## src/rtl/parity_frame_pkg.sv

```systemverilog
// ---------------------------------------------------------------------------
// parity_frame_pkg
//   Shared definitions for the parity frame controller.
//   - state_t    : FSM state encoding (S_IDLE, S_DATA, S_PARITY, S_DONE)
//   - exp_parity : parity bit expected after the data bits, given the running
//                  XOR of the data bits and the odd/even selection
// ---------------------------------------------------------------------------
package parity_frame_pkg;

  typedef enum logic [1:0] {
    S_IDLE   = 2'd0,
    S_DATA   = 2'd1,
    S_PARITY = 2'd2,
    S_DONE   = 2'd3
  } state_t;

  // Even parity: the parity bit equals the XOR of the data bits.
  // Odd parity: the same value inverted.
  function automatic logic exp_parity(input logic par, input logic odd);
    return par ^ odd;
  endfunction

endpackage

```

## src/rtl/parity_frame_ctrl_parity_acc.sv

```systemverilog
// ---------------------------------------------------------------------------
// parity_acc
//   1-bit running parity register.
//   Ports:
//     clk    in  rising-edge clock
//     reset  in  synchronous, active-high; clears the register
//     clr    in  synchronous clear (start of a new frame)
//     en     in  fold bit_in into the running parity this cycle
//     bit_in in  serial bit
//     par    out running XOR of all enabled bits since the last clear
//   clr has priority over en.
// ---------------------------------------------------------------------------
module parity_acc (
  input  logic clk,
  input  logic reset,
  input  logic clr,
  input  logic en,
  input  logic bit_in,
  output logic par
);

  logic par_q, par_d;

  // NOTE: combinational blocks assign a default to every output first so no
  // path leaves a signal unassigned, which would infer a latch.
  always_comb begin
    par_d = par_q;
    if (clr) begin
      par_d = 1'b0;
    end else if (en) begin
      par_d = par_q ^ bit_in;
    end
  end

  // NOTE: state registers use non-blocking assignments so every flop samples
  // the pre-edge values regardless of statement order.
  always_ff @(posedge clk) begin
    if (reset) begin
      par_q <= 1'b0;
    end else begin
      par_q <= par_d;
    end
  end

  assign par = par_q;

endmodule

```

## src/rtl/parity_frame_ctrl.sv

```systemverilog
// ---------------------------------------------------------------------------
// parity_frame_ctrl
//   Sequences a serial bitstream into frames of DATA_BITS data bits (LSB
//   first) followed by one parity bit, checks the parity and reports the
//   result of each completed frame.
//
//   Parameters:
//     DATA_BITS  data bits per frame (>= 2)
//     ODD_PARITY 0 = even parity, 1 = odd parity
//     ERR_CNT_W  width of the saturating parity error counter
//
//   Ports:
//     clk        in   rising-edge clock
//     reset      in   synchronous, active-high
//     start      in   begin a frame (honoured only in IDLE)
//     abort      in   drop the current frame, back to IDLE
//     bit_valid  in   bit_in is valid this cycle
//     bit_in     in   serial bit
//     busy       out  high while in DATA or PARITY
//     frame_done out  one-cycle pulse when a frame completes
//     parity_err out  parity mismatch of the last completed frame
//     data_out   out  data of the last completed frame
//     err_count  out  saturating parity error count (PARITY_ERR_CNT_EN only)
//
//   Build option: define PARITY_ERR_CNT_EN to add the err_count port and its
//   counter. Without it the port and counter are absent.
//
//   All outputs are registered. Each is computed from the next state, so
//   busy and frame_done line up with the state the FSM is actually in.
// ---------------------------------------------------------------------------
module parity_frame_ctrl
  import parity_frame_pkg::*;
#(
  parameter int DATA_BITS  = 8,
  parameter int ODD_PARITY = 0,
  parameter int ERR_CNT_W  = 8
) (
  input  logic                 clk,
  input  logic                 reset,
  input  logic                 start,
  input  logic                 abort,
  input  logic                 bit_valid,
  input  logic                 bit_in,
  output logic                 busy,
  output logic                 frame_done,
  output logic                 parity_err,
  output logic [DATA_BITS-1:0] data_out
`ifdef PARITY_ERR_CNT_EN
  ,
  output logic [ERR_CNT_W-1:0] err_count
`endif
);

  localparam int               CNT_W    = $clog2(DATA_BITS);
  localparam logic [CNT_W-1:0] LAST_CNT = CNT_W'(DATA_BITS - 1);
  localparam logic             ODD_BIT  = (ODD_PARITY != 0);

  state_t               state_q, state_d;
  logic [CNT_W-1:0]     cnt_q, cnt_d;
  logic [DATA_BITS-1:0] sr_q, sr_d;
  logic [DATA_BITS-1:0] data_out_q, data_out_d;
  logic                 parity_err_q, parity_err_d;
  logic                 busy_q, busy_d;
  logic                 frame_done_q, frame_done_d;
  logic                 par_clr, par_en, par;
  logic                 par_mismatch;

  parity_acc u_parity_acc (
    .clk   (clk),
    .reset (reset),
    .clr   (par_clr),
    .en    (par_en),
    .bit_in(bit_in),
    .par   (par)
  );

  // Only meaningful while in PARITY with bit_valid high.
  assign par_mismatch = (bit_in != exp_parity(par, ODD_BIT));

  always_comb begin
    state_d      = state_q;
    cnt_d        = cnt_q;
    sr_d         = sr_q;
    data_out_d   = data_out_q;
    parity_err_d = parity_err_q;
    par_clr      = 1'b0;
    par_en       = 1'b0;

    unique case (state_q)
      S_IDLE: begin
        // abort together with start keeps the FSM idle.
        if (start && !abort) begin
          state_d = S_DATA;
          cnt_d   = '0;
          sr_d    = '0;
          par_clr = 1'b1;
        end
      end
      S_DATA: begin
        if (abort) begin
          state_d = S_IDLE;
        end else if (bit_valid) begin
          sr_d   = {bit_in, sr_q[DATA_BITS-1:1]};
          par_en = 1'b1;
          cnt_d  = cnt_q + 1'b1;
          if (cnt_q == LAST_CNT) begin
            state_d = S_PARITY;
          end
        end
      end
      S_PARITY: begin
        if (abort) begin
          state_d = S_IDLE;
        end else if (bit_valid) begin
          state_d      = S_DONE;
          data_out_d   = sr_q;
          parity_err_d = par_mismatch;
        end
      end
      S_DONE: begin
        state_d = S_IDLE;
      end
      default: begin
        state_d = S_IDLE;
      end
    endcase

    busy_d       = (state_d == S_DATA) || (state_d == S_PARITY);
    frame_done_d = (state_d == S_DONE);
  end

  always_ff @(posedge clk) begin
    if (reset) begin
      state_q      <= S_IDLE;
      cnt_q        <= '0;
      sr_q         <= '0;
      data_out_q   <= '0;
      parity_err_q <= 1'b0;
      busy_q       <= 1'b0;
      frame_done_q <= 1'b0;
    end else begin
      state_q      <= state_d;
      cnt_q        <= cnt_d;
      sr_q         <= sr_d;
      data_out_q   <= data_out_d;
      parity_err_q <= parity_err_d;
      busy_q       <= busy_d;
      frame_done_q <= frame_done_d;
    end
  end

  assign busy       = busy_q;
  assign frame_done = frame_done_q;
  assign parity_err = parity_err_q;
  assign data_out   = data_out_q;

`ifdef PARITY_ERR_CNT_EN
  logic [ERR_CNT_W-1:0] err_count_q, err_count_d;

  // Counts on the same edge that loads parity_err, so the new count is
  // visible in the frame_done cycle of the frame that caused it.
  always_comb begin
    err_count_d = err_count_q;
    if ((state_q == S_PARITY) && !abort && bit_valid && par_mismatch &&
        (err_count_q != '1)) begin
      err_count_d = err_count_q + 1'b1;
    end
  end

  always_ff @(posedge clk) begin
    if (reset) begin
      err_count_q <= '0;
    end else begin
      err_count_q <= err_count_d;
    end
  end

  assign err_count = err_count_q;
`endif

endmodule

```

## config.mk

```make
export PLATFORM = sky130hd
export DESIGN_NAME = parity_frame_ctrl
export DESIGN_NICKNAME = d
export VERILOG_FILES = /design/src/rtl/parity_frame_pkg.sv /design/src/rtl/parity_frame_ctrl_parity_acc.sv /design/src/rtl/parity_frame_ctrl.sv
export SDC_FILE = /design/constraint.sdc
export NUM_CORES = 1
export LEC_CHECK = 0
export CORE_UTILIZATION = 55
export CTS_BUF_LIST = sky130_fd_sc_hd__clkbuf_8
export CTS_CLUSTER_DIAMETER = 50
export DETAILED_ROUTE_END_ITERATION = 7
export GPL_TIMING_DRIVEN = 0
export PLACE_DENSITY = 0.78
export SLEW_MARGIN = 10
export SYNTH_ARGS = -nofsm -noshare
export SYNTH_HDL_FRONTEND = slang
export SYNTH_HIERARCHICAL = 1
export SYNTH_SLANG_ARGS = --single-unit
```

## constraint.sdc

```tcl
create_clock -name clk -period 5 [get_ports clk]
set_clock_uncertainty 0.15 [all_clocks]
set_input_delay 0.75 -clock clk [delete_from_list [all_inputs] [get_ports clk]]
set_output_delay 0.75 -clock clk [all_outputs]
set_load 0.005 [all_outputs]
```

# Word level (Yosys, flattened, before mapping)
# Cells that the tools add are included.
# word_totals
regBits,25
out_inout_bits,11
wordCells,50
in_bits,6
# op_classes
reduce_logical,8
muxes,20
eq_ne,11
bitwise,2
addsub,1
# op_table
cell,count
8-bit two-way mux,3
8-bit one-hot mux with 2 select lines,1
2-bit two-way mux,6
3-bit two-way mux,3
"2-bit equality test, second input constant",4
2-bit one-hot mux with 4 select lines,1
"2-bit != test, second input constant",3
3-bit one-hot mux with 2 select lines,1
1-bit two-way mux,5
"2-bit by 1-bit equality test with 1-bit output, second input constant",2
4-bit AND reduction,1
"3-bit by 1-bit adder with 3-bit output, second input constant",1
"3-bit equality test, second input constant",1
3-bit AND reduction,1
2-bit logical NOT,1
2-bit nonzero test,1
2-bit OR reduction,1
1-bit logical AND,1
1-bit logical NOT,1
1-bit logical OR,1
1-bit != test,1
1-bit inverter,1
1-bit XOR,1

# Logic depth before layout (Yosys ltp)
# Gate-level depths: netlist of run 1.
# logic_depth
word_depth,7
depth_mapped,7

# Hierarchy
# Netlist of run 1, hierarchy kept.
# by_module_without_submodules
mod,seq_area_each_um2,n_inst,area_each_um2,cells_per_inst
parity_frame_ctrl,480.5,1,1136.1,107
parity_acc,20.0,1,50.0,4

# Worst setup path after synthesis of run 1
# Ideal clock, no wire load.
# synth_path
path_type,input to register
from,input port bit_valid
to,"register busy_q, in the netlist busy"
path_stages,4
path_buffers,0
arrival_ps,1603
setup_slack_ps,3134
cell_sequence,and3_4 a2111oi_4 ha_1 nor2b_1
# synth_between
elab_chain_cells,5
elab_cells_between_ends,8
# synth_rtl
item,line_no,source
start: declaration,parity_frame_ctrl.sv:42,"input logic bit_valid,"
2-bit two-way mux (on tied branches),"parity_frame_ctrl.sv:114, parity_frame_ctrl.sv:102",
2-bit two-way mux (on tied branches),"parity_frame_ctrl.sv:112, parity_frame_ctrl.sv:100",
2-bit one-hot mux with 4 select lines *,parity_frame_ctrl.sv:89,unique case (state_q)
2-bit by 1-bit equality test with 1-bit output or 2-bit equality test (tied branches),parity_frame_ctrl.sv:128,busy_d = (state_d == S_DATA) || (state_d == S_PARITY);
1-bit logical OR *,parity_frame_ctrl.sv:128,
net busy_d,parity_frame_ctrl.sv:63,"logic busy_q, busy_d;"
end signal: assignment,parity_frame_ctrl.sv:147,busy_q <= busy_d;
end: declaration,parity_frame_ctrl.sv:63,
# The timed path passes the listed nets; every way through them passes the cells marked *.
# A chain may end at the register's enable or synchronous reset.

# Worst setup path after layout of run 1
# Ends and elaborated chain as after synthesis.

==> impl_metrics.yaml, run 1 <==
finish:
  insertedDiodeCount: 0
  fin_area_um2: 1420
  syn_to_final_growth_pct: 19.6
  layoutNonFillerInstCount: 157
  final_util: 0.709
  drive_above_1_share: 0.162
  finish.net_count: 140
  fill_cells: 160
pwr:
  power_density_nw_per_um2: 248
  p_leak_nw: 0.494
  peakVddDrop_mv: 0.224
logic_synthesis:
  ys_seq_area_frac: 0.422
  synthSimpleGateAreaFrac: 0.239
  syn_area_um2: 1190
  yosysTopAreaCell: "dfxtp_1"
  synth_fa_ha_area_frac: 0.0316
  synth.area.top_cells: "dfxtp_1 (42%), mux2i_1 (16%), nand2b_1 (5.3%), buf_6 (4.7%), nand2_1 (3.5%)"
  synth_nets: 120
  synth-edff-count: 0
  async_flop_share: 0
  avgSynthCellArea_um2: 10.7
  ys_warn_count: 6
  netlist_instances: 111
  synth_cell_types: 27
  yosysMostFrequentCell: "dfxtp_1"
  synth.top_cell.area_share: 0.422
  synth_ff_type: "dfxtp_1"
  synth.mux.area_fraction: 0.160
  synth_top_family_by_area: "simple AND/OR/NAND/NOR gates"
  synth-xor-area-share: 0.00738
  synth-seq-cells: 25
  synthTopCellsByCount: "dfxtp_1 (25), mux2i_1 (19), nand2_1 (11), nand2b_1 (10), nor2_1 (10)"
  synth_compound_area_frac: 0.0781
global_routing:
  grt_pass1_vias: 783
  grt_first_pass_wirelength_mm: 3.42
  grt_max_degree: 16
  antenna_found_initial: 0
  grt_usage: 0.191
  globalRouteOverflowTotal: 0
timing:
  drv_slew: 0
  hold_violations: 0
  fin_crit_ns: 2.23
  relSlewSlack: 0.700
  fin_crit_sh: 0.445
  rsz0062_at_grt: "false"
  worst_pin_slew_ns: 0.450
  max_freq_mhz: 449
  setup_tns_ns: 0
  setup_viol: 0
drt:
  antenna_left: 0
  vias: 793
  via_per_inst: 5.05
  wl_per_cell_um: 13.1
  routed_wl_mm: 2.05
  firstDrtPassIters: 4
  route.detailed.drc: 0
  drt_iter0_markers: 7
clock_network:
  cts_max_level: 1
  cts-root-buf: "clkbuf_8"
  clock_latency_ns: 0.27
  ctsHoldBuffers: 0
  clk_pin_slew_ns: 0.09
  cts_buffers: 3
  clockBufferDepth: 2
  cts.sinks: 25
  ctsResizeCount: 0
  cts_tree: "yes"
  cts_setup_buffers: 0
worst_setup_path:
  crit_arrival_ns: 2.24
  crit_fanout: 6
  start_kind: "primary input"
  regToRegSetupSlack_ns: 3.11
  worstReg2RegStart: "cnt_q[0]"
  reg2reg_depth: 6
  crit_required_ns: 5.02
  critPathKind: "primary input to flip-flop"
  worstReg2RegEnd: "busy"
  endpoint_kind: "flip-flop"
status:
  outcome: "finished clean"
place:
  io_buffers: 15
  place_area_um2: 1370
  hpwl_mm: 1.37
  placed_cells: 153
  place_congestion: 0.722
hold_path:
  hold_start: "cnt_q[2]"
  holdPathStages: 2
  whs_endpoint: "cnt_q[2]"
  hold_class: "flip-flop to flip-flop"
die:
  fp-row-count: 16
  die-area_um2: 2350
  die_width_um: 48.4
  die_h_um: 48.4
  placeableCoreArea_um2: 2000
  start_util: 0.593
  ios: 17
run:
  cap_violations: 0
-- kinds of logic (layout without fill, tap and decap cells) --
kind of cell / count (synthesis) / after routing
simple gates: 47 / 47
mux: 19 / 19
xor+xnor: 1 / 1
buf+inv: 8 / 27
compound gates: 8 / 8
fa+ha+maj: 3 / 3
flops: 25 / 25
-- cells in the final DEF (no fill, tap or decap), types with 2 or more instances in the layout --
cell type and instances:
clkdlybuf4s50_1 15, a211oi_2 3, nor2b_1 4, nand2b_4 2
clkbuf_8 3, dfxtp_1 25, nand2_1 11, nor2_1 10
ha_1 3, mux2i_1 19, nor3_1 3, nand2b_1 10
buf_6 5
-- metal layers --
metal | share of wire | track usage
met1 | 0.49 | 0.224
met2 | 0.47 | 0.326
met3 | 0.022 | 0.0503
met4 | 0.018 | 0.0833
met5 | 0 | 0
-- area by class of cell --
type	instances	area [µm²]	area share
buffer	7	68.8	0.0485
clock buffer	3	41.3	0.0291
clock inverter	1	7.51	0.00529
inverter	1	3.75	0.00265
multi-input combinational	78	613	0.432
sequential	25	500	0.353
tap	27	33.8	0.0238
timing repair buffer	15	150	0.106
-- critical path, stage by stage --
cell             delay, ns
clkdlybuf4s50_1       0.52
and3_4                0.25
a2111oi_4             0.33
ha_1                  0.28
nor2b_1               0.12
-- per-stage QoR --
step / hold WS (ns) / setup WS, ns / total power, W
final: 0.338 / 2.77 / 0.000351
after global routing: 0.363 / 2.73 / 0.000365
after CTS: 0.339 / 2.77 / 0.000355
after detailed placement: 0.322 / 2.49 / 0.000235
after global placement: 0.312 / 2.48 / 0.000235
after floorplan: 0.298 / 3.13 / 0.000225
-- where the power goes --
part / leakage [nW] / switching [W] / internal [W]
clock network: 0.0217 / 0.0000648 / 0.0000564
registers: 0.202 / 0.000000519 / 0.000200
logic: 0.271 / 0.0000145 / 0.0000150
-- flip-flops by register name, summed over array words and instances, names as in the netlist --
name              cells
parity_err            1
u_parity_acc/par      1
cnt_q                 3
state_q               2
sr_q                  8
data_out              8
busy                  1
frame_done            1
-- how the worst max path moves through the flow --
| stage | start | endpoint | slack [ns] | cells past startpoint |
|---|---|---|---|---|
| 2_1_floorplan | bit_valid | busy | 3.13 | 4 |
| 3_3_place_gp | bit_valid | busy | 2.48 | 5 |
| 3_5_place_dp | bit_valid | busy | 2.49 | 5 |
| 4_1_cts | bit_valid | busy | 2.77 | 5 |
| 5_1_grt | bit_valid | busy | 2.73 | 5 |
| 6_report | bit_valid | busy | 2.77 | 5 |
Power figures use the tool's default switching activity.
==> run 2: changes to the inputs <==
--- a/config.mk
+++ b/config.mk
@@ -5,12 +5,12 @@
 export SDC_FILE = /design/constraint.sdc
 export NUM_CORES = 1
 export LEC_CHECK = 0
-export CORE_UTILIZATION = 55
+export CORE_UTILIZATION = 50
 export CTS_BUF_LIST = sky130_fd_sc_hd__clkbuf_8
 export CTS_CLUSTER_DIAMETER = 50
 export DETAILED_ROUTE_END_ITERATION = 7
 export GPL_TIMING_DRIVEN = 0
-export PLACE_DENSITY = 0.78
+export PLACE_DENSITY = 0.75
 export SLEW_MARGIN = 10
 export SYNTH_ARGS = -nofsm -noshare
 export SYNTH_HDL_FRONTEND = slang
==> constraint.sdc (replaced) <==
create_clock -name clk -period 2 [get_ports clk]
set_clock_uncertainty 0.15 [all_clocks]
set_input_delay 0.3 -clock clk [delete_from_list [all_inputs] [get_ports clk]]
set_output_delay 0.3 -clock clk [all_outputs]
set_load 0.005 [all_outputs]
==> impl_metrics.yaml, run 2 (same netlist as run 1, synthesis figures left out) <==
die:
  placeableCoreArea_um2: 2230
  die_width_um: 50.7
  die-area_um2: 2570
  start_util: 0.531
  die_h_um: 50.7
  ios: 17
  fp-row-count: 17
finish:
  drive_above_1_share: 0.154
  fill_cells: 192
  finish.net_count: 140
  multi_input_area_um2: 613
  insertedDiodeCount: 0
  final_common_cell: "dfxtp_1"
  final_cell_mix: "dfxtp_1 (25), mux2i_1 (19), clkdlybuf4s50_1 (15)"
  syn_to_final_growth_pct: 19.4
  seqCellArea_um2: 500
timing:
  rsz0062_at_grt: "false"
  drv_slew: 0
  relSlewSlack: 0.712
  worst_pin_slew_ns: 0.432
  setup_tns_ns: 0
  fin_crit_ns: 1.93
  fin_crit_sh: 0.966
  max_freq_mhz: 517
  hold_ws_ns: 0.107
  setup_viol: 0
  hold_violations: 0
worst_setup_path:
  max_stage_delay_ns: 0.35
  path_cells: "ha_1, ha_1, and3_4, a2111oi_4, ha_1, nor2b_1"
  reg2reg_depth: 6
  start_kind: "flip-flop"
  setup.worst_path.start: "cnt_q[0]"
  crit_arrival_ns: 1.95
  worstReg2RegEnd: "busy"
  crit_fanout: 4
  regToRegSetupSlack_ns: 0.07
  crit_required_ns: 2.01
  worstReg2RegStart: "cnt_q[0]"
  critPathKind: "flip-flop to flip-flop"
  endpoint_kind: "flip-flop"
  crit_top_cell: "ha_1"
  cp_slowest_cell: "dfxtp_1"
clock_network:
  ctsHoldBuffers: 0
  ctsResizeCount: 0
  clock_latency_ns: 0.26
  clk_pin_slew_ns: 0.08
  cts-root-buf: "clkbuf_8"
  clockBufferDepth: 2
  cts.sinks: 25
  cts_setup_buffers: 0
  cts_buffers: 3
  cts_tree: "yes"
  cts_max_level: 1
drt:
  vias: 806
  via_per_inst: 5.10
  wl_per_cell_um: 13.0
  route.detailed.drc: 0
  drt_iter0_markers: 12
  routed_wl_mm: 2.05
  antenna_left: 0
  firstDrtPassIters: 4
hold_path:
  whs_endpoint: "state_q[1]"
  holdPathStages: 2
  hold_class: "primary input to flip-flop"
  hold_start: "abort"
global_routing:
  grt_pass1_vias: 805
  antenna_found_initial: 0
  grt_usage: 0.188
  globalRouteOverflowTotal: 0
  grt_first_pass_wirelength_mm: 3.53
  grt_max_degree: 14
pwr:
  power_density_nw_per_um2: 611
  peakVddDrop_mv: 0.529
  p_leak_nw: 0.499
  total_power_w: 0.000865
place:
  io_buffers: 15
  place_congestion: 0.763
  hpwl_mm: 1.48
status:
  outcome: "finished clean"
run:
  cap_violations: 0
[run 2: final cells by class]
| type | count | area share |
|---|---|---|
| plain buffers | 7 | 0.0486 |
| clock buffers | 3 | 0.0292 |
| clock inverters | 1 | 0.00265 |
| inverters | 1 | 0.00265 |
| multi-input cells | 78 | 0.433 |
| flip-flops and latches | 25 | 0.353 |
| well taps | 28 | 0.0247 |
| repair buffers | 15 | 0.106 |
[run 2: through the flow]
| step | util | worst slack (ns) | instance area, µm² | instances |
|---|---|---|---|---|
| global placement | 0.614 | -0.0881 | 1370 | 154 |
| global route | 0.634 | 0.00416 | 1420 | 158 |
| finish | 0.634 | 0.0674 | 1420 | 158 |
| detailed placement | 0.614 | -0.103 | 1370 | 154 |
| floorplan | - | 0.196 | 1190 | 111 |
| CTS | 0.634 | 0.0534 | 1420 | 158 |
[run 2: where the power goes]
| part | internal [W] | switching [W] |
|---|---|---|
| Sequential | 0.000500 | 0.00000155 |
| Combinational | 0.0000375 | 0.0000366 |
| Clock | 0.000137 | 0.000152 |
| Total | 0.000675 | 0.000190 |
[run 2: routing by layer]
metal / track usage / vias up / wire [µm]
li1: - / 416 / -
met1: 0.240 / 374 / 978
met2: 0.298 / 12 / 993
met3: 0.0273 / 4 / 46
met4: 0.111 / 0 / 31
met5: 0 / - / 0
[run 2: how the worst max path moves through the flow]
stage               endpoint  slack, ns
finish                  busy       0.07
global route            busy      0.004
CTS                     busy       0.05
detailed placement      busy      -0.10
global placement        busy      -0.09
floorplan               busy       0.20
[run 2: worst max-delay path: cells and delay by family (launching register included)]
kind | cells | cell delay (ns)
adders and majority gates | 3 | 0.68
and+or+nand+nor | 2 | 0.31
AOI/OAI and AO/OA | 1 | 0.34
DFF | 1 | 0.35
